**src/rtl/imem_boot_loader.sv**
```systemverilog
// Byte-stream program loader: frames LEN_LO, LEN_HI and 4*N little-endian data bytes into
// instruction-memory word writes, holding the datapath in reset until the load completes.
// Optional trailing checksum byte is enabled by defining IMEM_BOOT_CHECKSUM_EN.
module imem_boot_loader #(
   parameter logic [31:0] BASE_ADDR      = 32'h0000_0000,
   parameter int unsigned MAX_WORDS      = 32,
   parameter int unsigned TIMEOUT_CYCLES = 1024
) (
   input  logic        clk_i,
   input  logic        reset_i,
   input  logic        byte_valid_i,
   input  logic [7:0]  byte_data_i,
   output logic        byte_ready_o,
   output logic        imem_we_o,
   output logic [31:0] imem_addr_o,
   output logic [31:0] imem_wdata_o,
   output logic        cpu_reset_o,
   output logic        done_o,
   output logic        error_o
);

   localparam int unsigned LEN_W = 16;
   localparam int unsigned TMO_W = $clog2(TIMEOUT_CYCLES + 1);
   localparam logic [LEN_W-1:0] MAX_LEN  = LEN_W'(MAX_WORDS);
   localparam logic [TMO_W-1:0] TMO_LAST = TMO_W'(TIMEOUT_CYCLES - 1);

`ifdef IMEM_BOOT_CHECKSUM_EN
   typedef enum logic [2:0] {S_LEN0, S_LEN1, S_DATA, S_CHK, S_RUN, S_ERR} state_e;
   localparam state_e S_END = S_CHK;
`else
   typedef enum logic [2:0] {S_LEN0, S_LEN1, S_DATA, S_RUN, S_ERR} state_e;
   localparam state_e S_END = S_RUN;
`endif

   state_e           state_q;
   logic [7:0]       len_lo_q;
   logic [LEN_W-1:0] len_q;
   logic [LEN_W-1:0] idx_q;
   logic [1:0]       lane_q;
   logic [23:0]      word_q;
   logic [TMO_W-1:0] tmo_q;
   logic             imem_we_q;
   logic [31:0]      imem_addr_q;
   logic [31:0]      imem_wdata_q;
   logic             cpu_reset_q;
   logic             done_q;
   logic             error_q;
`ifdef IMEM_BOOT_CHECKSUM_EN
   logic [7:0]       sum_q;
   logic [7:0]       sum_d;
`endif

   logic             load_state_c;
   logic             xfer_c;
   logic             tmo_run_c;
   logic             tmo_hit_c;
   logic             last_word_c;
   logic [LEN_W-1:0] len_d;
   logic [31:0]      word_d;
   logic [31:0]      addr_d;

   assign load_state_c = (state_q != S_RUN) && (state_q != S_ERR);
   assign xfer_c       = byte_valid_i && load_state_c;
   // Timeout window opens once LEN_LO is in and closes at S_RUN/S_ERR.
   assign tmo_run_c    = load_state_c && (state_q != S_LEN0);
   assign tmo_hit_c    = tmo_run_c && !xfer_c && (tmo_q == TMO_LAST);
   assign last_word_c  = (idx_q == (len_q - LEN_W'(1)));
   assign len_d        = {byte_data_i, len_lo_q};
   assign word_d       = {byte_data_i, word_q};
   assign addr_d       = BASE_ADDR + 32'({idx_q, 2'b00});
`ifdef IMEM_BOOT_CHECKSUM_EN
   assign sum_d        = sum_q + byte_data_i;
`endif

   assign byte_ready_o = load_state_c;
   assign imem_we_o    = imem_we_q;
   assign imem_addr_o  = imem_addr_q;
   assign imem_wdata_o = imem_wdata_q;
   assign cpu_reset_o  = cpu_reset_q;
   assign done_o       = done_q;
   assign error_o      = error_q;

   always_ff @(posedge clk_i) begin
      if (reset_i) begin
         state_q      <= S_LEN0;
         len_lo_q     <= '0;
         len_q        <= '0;
         idx_q        <= '0;
         lane_q       <= '0;
         word_q       <= '0;
         tmo_q        <= '0;
         imem_we_q    <= 1'b0;
         imem_addr_q  <= BASE_ADDR;
         imem_wdata_q <= '0;
         cpu_reset_q  <= 1'b1;
         done_q       <= 1'b0;
         error_q      <= 1'b0;
`ifdef IMEM_BOOT_CHECKSUM_EN
         sum_q        <= '0;
`endif
      end else begin
         imem_we_q <= 1'b0;

         // Release the datapath one cycle after entering S_RUN so the last write lands first.
         if (state_q == S_RUN) begin
            cpu_reset_q <= 1'b0;
            done_q      <= 1'b1;
         end

         if (xfer_c) begin
            tmo_q <= '0;
         end else if (tmo_run_c) begin
            tmo_q <= tmo_q + TMO_W'(1);
         end

`ifdef IMEM_BOOT_CHECKSUM_EN
         if (xfer_c) begin
            sum_q <= sum_d;
         end
`endif

         case (state_q)
            S_LEN0: begin
               if (xfer_c) begin
                  len_lo_q <= byte_data_i;
                  state_q  <= S_LEN1;
               end
            end

            S_LEN1: begin
               if (xfer_c) begin
                  len_q <= len_d;
                  if (len_d > MAX_LEN) begin
                     state_q <= S_ERR;
                     error_q <= 1'b1;
                  end else if (len_d == '0) begin
                     state_q <= S_END;
                  end else begin
                     state_q <= S_DATA;
                  end
               end else if (tmo_hit_c) begin
                  state_q <= S_ERR;
                  error_q <= 1'b1;
               end
            end

            S_DATA: begin
               if (xfer_c) begin
                  lane_q <= lane_q + 2'd1;
                  word_q <= word_d[31:8];
                  if (lane_q == 2'd3) begin
                     imem_we_q    <= 1'b1;
                     imem_addr_q  <= addr_d;
                     imem_wdata_q <= word_d;
                     idx_q        <= idx_q + LEN_W'(1);
                     if (last_word_c) begin
                        state_q <= S_END;
                     end
                  end
               end else if (tmo_hit_c) begin
                  state_q <= S_ERR;
                  error_q <= 1'b1;
               end
            end

`ifdef IMEM_BOOT_CHECKSUM_EN
            S_CHK: begin
               if (xfer_c) begin
                  if (sum_d == 8'h00) begin
                     state_q <= S_RUN;
                  end else begin
                     state_q <= S_ERR;
                     error_q <= 1'b1;
                  end
               end else if (tmo_hit_c) begin
                  state_q <= S_ERR;
                  error_q <= 1'b1;
               end
            end
`endif

            S_RUN, S_ERR: begin
            end

            default: begin
               state_q <= S_ERR;
               error_q <= 1'b1;
            end
         endcase
      end
   end

endmodule

```
**config.mk**
```make
export PLATFORM = sky130hd
export DESIGN_NAME = imem_boot_loader
export DESIGN_NICKNAME = d
export VERILOG_FILES = /design/src/rtl/imem_boot_loader.sv
export SDC_FILE = /design/constraint.sdc
export NUM_CORES = 1
export LEC_CHECK = 0
export ABC_AREA = 1
export BUFFER_PORTS_ARGS = -buffer_cell sky130_fd_sc_hd__clkbuf_2
export CORE_MARGIN = 1.5
export CORE_UTILIZATION = 50
export CTS_BUF_LIST = sky130_fd_sc_hd__clkbuf_16
export DETAILED_ROUTE_END_ITERATION = 6
export GPL_TIMING_DRIVEN = 0
export PLACE_DENSITY = 0.71
export SLEW_MARGIN = 20
export SYNTH_ARGS = -nofsm -noshare
export SYNTH_HDL_FRONTEND = slang
export SYNTH_SLANG_ARGS = --single-unit
```
**constraint.sdc**
```tcl
create_clock -name clk_i -period 3.65 [get_ports clk_i]
set_input_delay 0.9125 -clock clk_i [delete_from_list [all_inputs] [get_ports clk_i]]
set_output_delay 0.9125 -clock clk_i [all_outputs]
set_load 0.1 [all_outputs]
```
==> flow_summary.yaml, run 1 <==
setup_path:
  end_kind: "output pin"
  worstReg2RegEnd: "idx_q[12]"
  r2r_setup_slack_ns: 1.68
  startpoint_type: "flip-flop"
  crit-reg2reg-launch: "idx_q[0]"
  ff2ff_path_depth: 10
  crit_fanout: 10
  path_class: "reg2out"
  crit_required_ns: 2.74
  cp.arrival_ns: 1.83
synthesis:
  synth.most_common_cell: "dfxtp_1"
  ys_warn_count: 0
  syn-cell-area_um2: 5750
  yosys-top-cells-area: "dfxtp_1, nand2_1, o21ai_0"
  synth_commonest_cells: "dfxtp_1, nand2_1, nor2_1"
  syn_area_per_cell_um2: 7.30
  synthFlopType: "dfxtp_1"
  synth_top_area_cell: "dfxtp_1"
  synth_top_area_share: 0.460
  netlist_instances: 787
  synth_edf_count: 0
  synth_cell_types: 37
  yosysSeqAreaShare: 0.460
  async_flop_share: 0
  yosys_register_bits: 132
floorplanning:
  die_height_um: 110
  fp.dieArea_um2: 12100
  rows: 38
  die_x_um: 110
  ioPinCount: 80
  start_util: 0.521
  core_um2: 11000
place:
  numPortBuffers: 63
  place_congestion: 0.901
  dp_hpwl_mm: 11.4
  dp_slack_ns: 1.21
clocking:
  ctsHoldBuffers: 0
  cts_max_path_buffers: 2
  cts_sinks: 132
  clkLatencyLatePin_ns: 0.43
  cts_tree: "built"
  cts-root-buf: "clkbuf_16"
  cts_resized: 0
  cts-htree-levels: 4
  cts_setup_buffers: 0
  path_clk_slew_ns: 0.06
  cts_buffers: 17
power:
  vdd_drop_max_mv: 0.445
  power.net_switching_mw: 1.68
  p_int_mw: 2.97
  seq_power_share: 0.359
  p_comb_frac: 0.281
  p_leak_nw: 3.06
  switching_share: 0.361
  p_per_area_nw_per_um2: 677
  p_clk_frac: 0.360
route:
  wirelength_mm: 15.5
  drt-vias-per-instance: 5.32
  post_drt_wl_per_cell_um: 14.9
  drt_iter0_markers: 378
  drc_errors: 0
  vias: 5514
  firstDrtPassIters: 5
  postRouteAntennaNets: 0
sta:
  hold_ws_ns: 0.453
  hold_viol: 0
  setup_violations: 0
  slew_violations: 0
  worstMarginPinSlew_ns: 0.619
  relSlewSlack: 0.587
  tns_ns: 0
  fin_ws_ns: 0.906
  fmax_ghz: 0.364
  skew_ns: 0.00795
  fin_crit_sh: 0.752
  rsz0062_at_grt: "no"
  min_period_ns: 2.74
final_layout:
  n_fill_cell: 1005
  drive_gt1_frac: 0.157
  area_growth_pct: 19.6
  num-nets-final: 899
  multi_input_area_um2: 2610
  final_util: 0.623
  ff_latch_area_um2: 2640
  insertedDiodeCount: 0
min_path:
  min_to: "cpu_reset_o"
  holdPathStages: 2
  min_path_type: "reg2reg"
  hp-start: "cpu_reset_o"
grt:
  grt_max_degree: 17
  grt-ovfl-total: 0
  grt_usage: 0.269
  antenna_found_initial: 0
  grt_first_pass_wirelength_mm: 24.6
  grt_pass1_vias: 5161
outcome:
  run_status: "completed"
flow_run:
  max_cap_violations: 0
[layer usage]
metal	vias up	GRT usage	part of all wire
met5	-	0	0
met4	0	0.107	0.020
met3	29	0.0741	0.078
met2	220	0.427	0.46
met1	2546	0.348	0.44
li1	2719	-	-
[area by class of cell]
cell class	instances	share of cell area
Sequential cell	132	0.385
Multi-Input combinational cell	542	0.380
Clock buffer	17	0.0619
Timing Repair Buffer	63	0.0459
Inverter	80	0.0437
Buffer	48	0.0357
Tap cell	140	0.0255
Clock inverter	15	0.0224
[power by group through the flow]
| stage | sequential (mW) | combinational (mW) | clock (mW) |
|---|---|---|---|
| floorplan | 1.74 | 0.994 | 0 |
| global placement | 1.70 | 1.26 | 0 |
| detailed placement | 1.70 | 1.29 | 0 |
| CTS | 1.67 | 1.30 | 1.69 |
| global route | 1.69 | 1.46 | 1.75 |
| finish | 1.67 | 1.31 | 1.67 |
[worst max-delay path: stages (launching register included)]
cell and delay, ns:
dfxtp_1 0.31, inv_2 0.14, nor2_2 0.07, nand2_1 0.15
nand2_4 0.13, nand2_1 0.14, clkbuf_2 0.48
[how the worst max path moves through the flow]
stage          slack [ns]          from           end
2_1_floorplan        1.36    state_q[0]  byte_ready_o
3_3_place_gp         1.22  byte_valid_i     idx_q[15]
3_5_place_dp         1.21  byte_valid_i     idx_q[15]
4_1_cts              0.90    state_q[0]  byte_ready_o
5_1_grt              0.81    state_q[0]  byte_ready_o
6_report             0.91    state_q[0]  byte_ready_o
[state kept, by name, summed over array words and instances, names as in the netlist]
register and count:
cpu_reset_o 1, done_o 1, error_o 1, idx_q 16, imem_addr_o 16, imem_wdata_o 32, imem_we_o 1, lane_q 2
len_lo_q 8, len_q 16, state_q 3, tmo_q 11, word_q 24
[placed cells by master, fill, tap and decap left out, types with 2 or more instances in the layout]
cell type,n
nand2_1,129
conb_1,16
a21oi_1,85
bufinv_16,2
nor3_2,2
dfxtp_1,132
nand3_1,47
o21a_1,2
clkinv_4,2
clkbuf_16,17
xor2_1,7
nor2_1,106
inv_2,6
buf_4,17
o21bai_1,2
or2_2,2
o21ai_0,89
clkinv_2,5
inv_1,73
buf_1,2
nor2_2,4
ha_1,4
clkbuf_1,28
xnor2_1,10
nand2_2,5
nor3_1,6
nand4_1,2
clkbuf_2,63
nor2_4,3
o21ai_1,5
inv_6,5
nand4_2,2
nand3b_1,6
[through the flow]
stage	power, mW	area (um^2)	cells
finish	4.65	6870	1037
global placement	2.95	6290	1005
CTS	4.66	6870	1037
global route	4.90	6870	1037
detailed placement	2.99	6290	1005
floorplan	2.73	5800	802
[cell families after synthesis]
kind of cell    Yosys count  share of synthesized area
xor+xnor                 17                     0.0259
buf+inv                 128                     0.0949
fa+ha+maj                 4                    0.00871
other cells               1                   0.000653
compound gates          187                      0.167
flops                   132                      0.460
simple gates            318                      0.243
Power figures use the tool's default switching activity.
==> inputs of run 2 (changes only) <==
Settings changed: ABC_AREA 1 to 0.
Clock period 3.65 ns to 2.7 ns, I/O delays scaled along.
==> run 2 against run 1 <==
Combinational power down 73%. Utilization down 1.1 points. Setup slack worse by 0.70 ns. Largest power group is now the clock network. Largest cell class is now multi-input combinational cells. Sequential cell count unchanged. Highest routed layer unchanged.
==> flow_summary.yaml, run 2 <==
synthesis:
  synth_edf_count: 0
  yosys-top-cells-area: "dfxtp_1, nand2_1, a21oi_1"
  syn-cell-area_um2: 5770
  yosysSeqAreaShare: 0.458
  synth_commonest_cells: "nand2_1, dfxtp_1, a21oi_1"
  synth_cell_types: 55
  synth.most_common_cell: "nand2_1"
  synthFlopType: "dfxtp_1"
  yosys_register_bits: 132
  netlist_instances: 731
  syn_area_per_cell_um2: 7.90
  synth_top_area_cell: "dfxtp_1"
  synth_top_area_share: 0.458
  async_flop_share: 0
  ys_warn_count: 0
grt:
  grt-ovfl-total: 0
  antenna_found_initial: 0
  grt_max_degree: 17
  grt_pass1_vias: 4958
  grt_first_pass_wirelength_mm: 23.3
  grt_usage: 0.236
power:
  switching_share: 0.248
  p_leak_nw: 2.59
  p_per_area_nw_per_um2: 675
  vdd_drop_max_mv: 0.431
  p_clk_frac: 0.500
  p_comb_frac: 0.076
  p_int_mw: 3.52
  seq_power_share: 0.424
  power.net_switching_mw: 1.16
final_layout:
  area_growth_pct: 20.0
  n_fill_cell: 1025
  multi_input_area_um2: 2830
  largest_reg_flops: 32
  insertedDiodeCount: 0
  drive_gt1_frac: 0.163
  ff_latch_area_um2: 2640
  fin_area_um2: 6930
  num-nets-final: 842
  final_common_cell: "nand2_1"
  layout_common_cells: "nand2_1, dfxtp_1, a21oi_1"
route:
  drt-vias-per-instance: 5.24
  vias: 5149
  post_drt_wl_per_cell_um: 14.2
  drc_errors: 0
  postRouteAntennaNets: 0
  wirelength_mm: 14.0
  drt_iter0_markers: 300
  firstDrtPassIters: 5
place:
  place_congestion: 0.901
  dpl-instance-area_um2: 6320
  dp_hpwl_mm: 10.1
  numPortBuffers: 62
sta:
  setup_violations: 0
  relSlewSlack: 0.422
  min_period_ns: 2.49
  tns_ns: 0
  fin_crit_sh: 0.922
  slew_violations: 0
  hold_viol: 0
  skew_ns: 0.00850
  fmax_ghz: 0.402
  worstMarginPinSlew_ns: 0.860
  rsz0062_at_grt: "no"
clocking:
  cts-htree-levels: 4
  path_clk_slew_ns: 0.05
  cts_tree: "built"
  cts_sinks: 132
  cts-root-buf: "clkbuf_16"
  cts_setup_buffers: 0
  ctsHoldBuffers: 0
  clkLatencyLatePin_ns: 0.43
  cts_buffers: 17
  cts_max_path_buffers: 2
  cts_resized: 0
setup_path:
  crit_required_ns: 3.05
  end_kind: "flip-flop"
  cp.arrival_ns: 2.84
  startpoint_type: "flip-flop"
  path_class: "reg2reg"
  crit_fanout: 10
floorplanning:
  die_x_um: 110
  core_um2: 11300
  fp.dieArea_um2: 12200
  die_height_um: 110
  rows: 39
  start_util: 0.510
  ioPinCount: 80
min_path:
  min_path_type: "reg2reg"
outcome:
  run_status: "completed"
flow_run:
  max_cap_violations: 0
[run 2: changes by cell type after synthesis, sizes merged, moves of 13 or more]
cell	change
a21oi	+24
nor2	-67
o21ai	-79
xor2	+13
nand3	-31
buf	+17
inv	-72
nand2	+80
[run 2: layer usage]
layer,vias to the layer above,share of wire,global-route usage
li1,2593,-,-
met5,-,0,0
met2,109,0.50,0.398
met4,0,0.022,0.105
met3,27,0.046,0.0576
met1,2420,0.44,0.286
[run 2: area by class of cell]
class	count	share of cell area
Timing Repair Buffer	62	0.0448
Multi-Input combinational cell	544	0.408
Buffer	63	0.0491
Sequential cell	132	0.381
Tap cell	143	0.0258
Clock buffer	17	0.0614
Clock inverter	15	0.0258
Inverter	7	0.00379
[run 2: final timing paths]
kind,start,cells past startpoint,to,slack [ns]
hold reg to reg,cpu_reset_o,1,cpu_reset_o,0.44
setup reg to reg,state_q[0],8,imem_wdata_o[26],0.21
hold / removal,cpu_reset_o,1,cpu_reset_o,0.44
setup / recovery,state_q[0],8,imem_wdata_o[26],0.21
[run 2: critical path, stage by stage (launching register included)]
cell and delay [ns]:
dfxtp_1 0.32, clkbuf_1 0.21, nor4bb_1 0.55, buf_2 0.33, and2_1 0.15, buf_2 0.18
clkbuf_1 0.41, nand2_1 0.11, a21oi_1 0.15
[run 2: stage by stage]
stage / hold WS [ns] / util / std cells / setup WS (ns) / total power, mW
3_5_place_dp: 0.438 / 0.559 / 951 / -0.0503 / 2.38
4_1_cts: 0.450 / 0.612 / 983 / 0.204 / 4.69
5_1_grt: 0.471 / 0.612 / 983 / 0.0765 / 4.80
2_1_floorplan: 0.432 / - / 746 / 0.443 / 2.32
6_report: 0.445 / 0.612 / 983 / 0.210 / 4.68
3_3_place_gp: 0.437 / 0.559 / 951 / 0.00208 / 2.37
[run 2: power groups by stage]
stage / Clock, mW / Combinational [mW] / Sequential, mW
floorplan: 0 / 0.286 / 2.03
global placement: 0 / 0.347 / 2.03
detailed placement: 0 / 0.352 / 2.03
CTS: 2.36 / 0.354 / 1.98
global route: 2.43 / 0.386 / 1.99
finish: 2.34 / 0.356 / 1.99
[run 2: cell families (layout without fill, tap and decap cells)]
group / after synthesis / count (layout) / synth area share
and+or+nand+nor: 336 / 336 / 0.263
AOI/OAI and AO/OA: 146 / 146 / 0.142
DFF: 132 / 132 / 0.458
buffers and inverters: 70 / 164 / 0.0635
xor gates and xnor gates: 39 / 39 / 0.0592
adders and majority gates: 4 / 4 / 0.00867
muxes: 3 / 3 / 0.00520
other: 1 / 16 / 0.000649
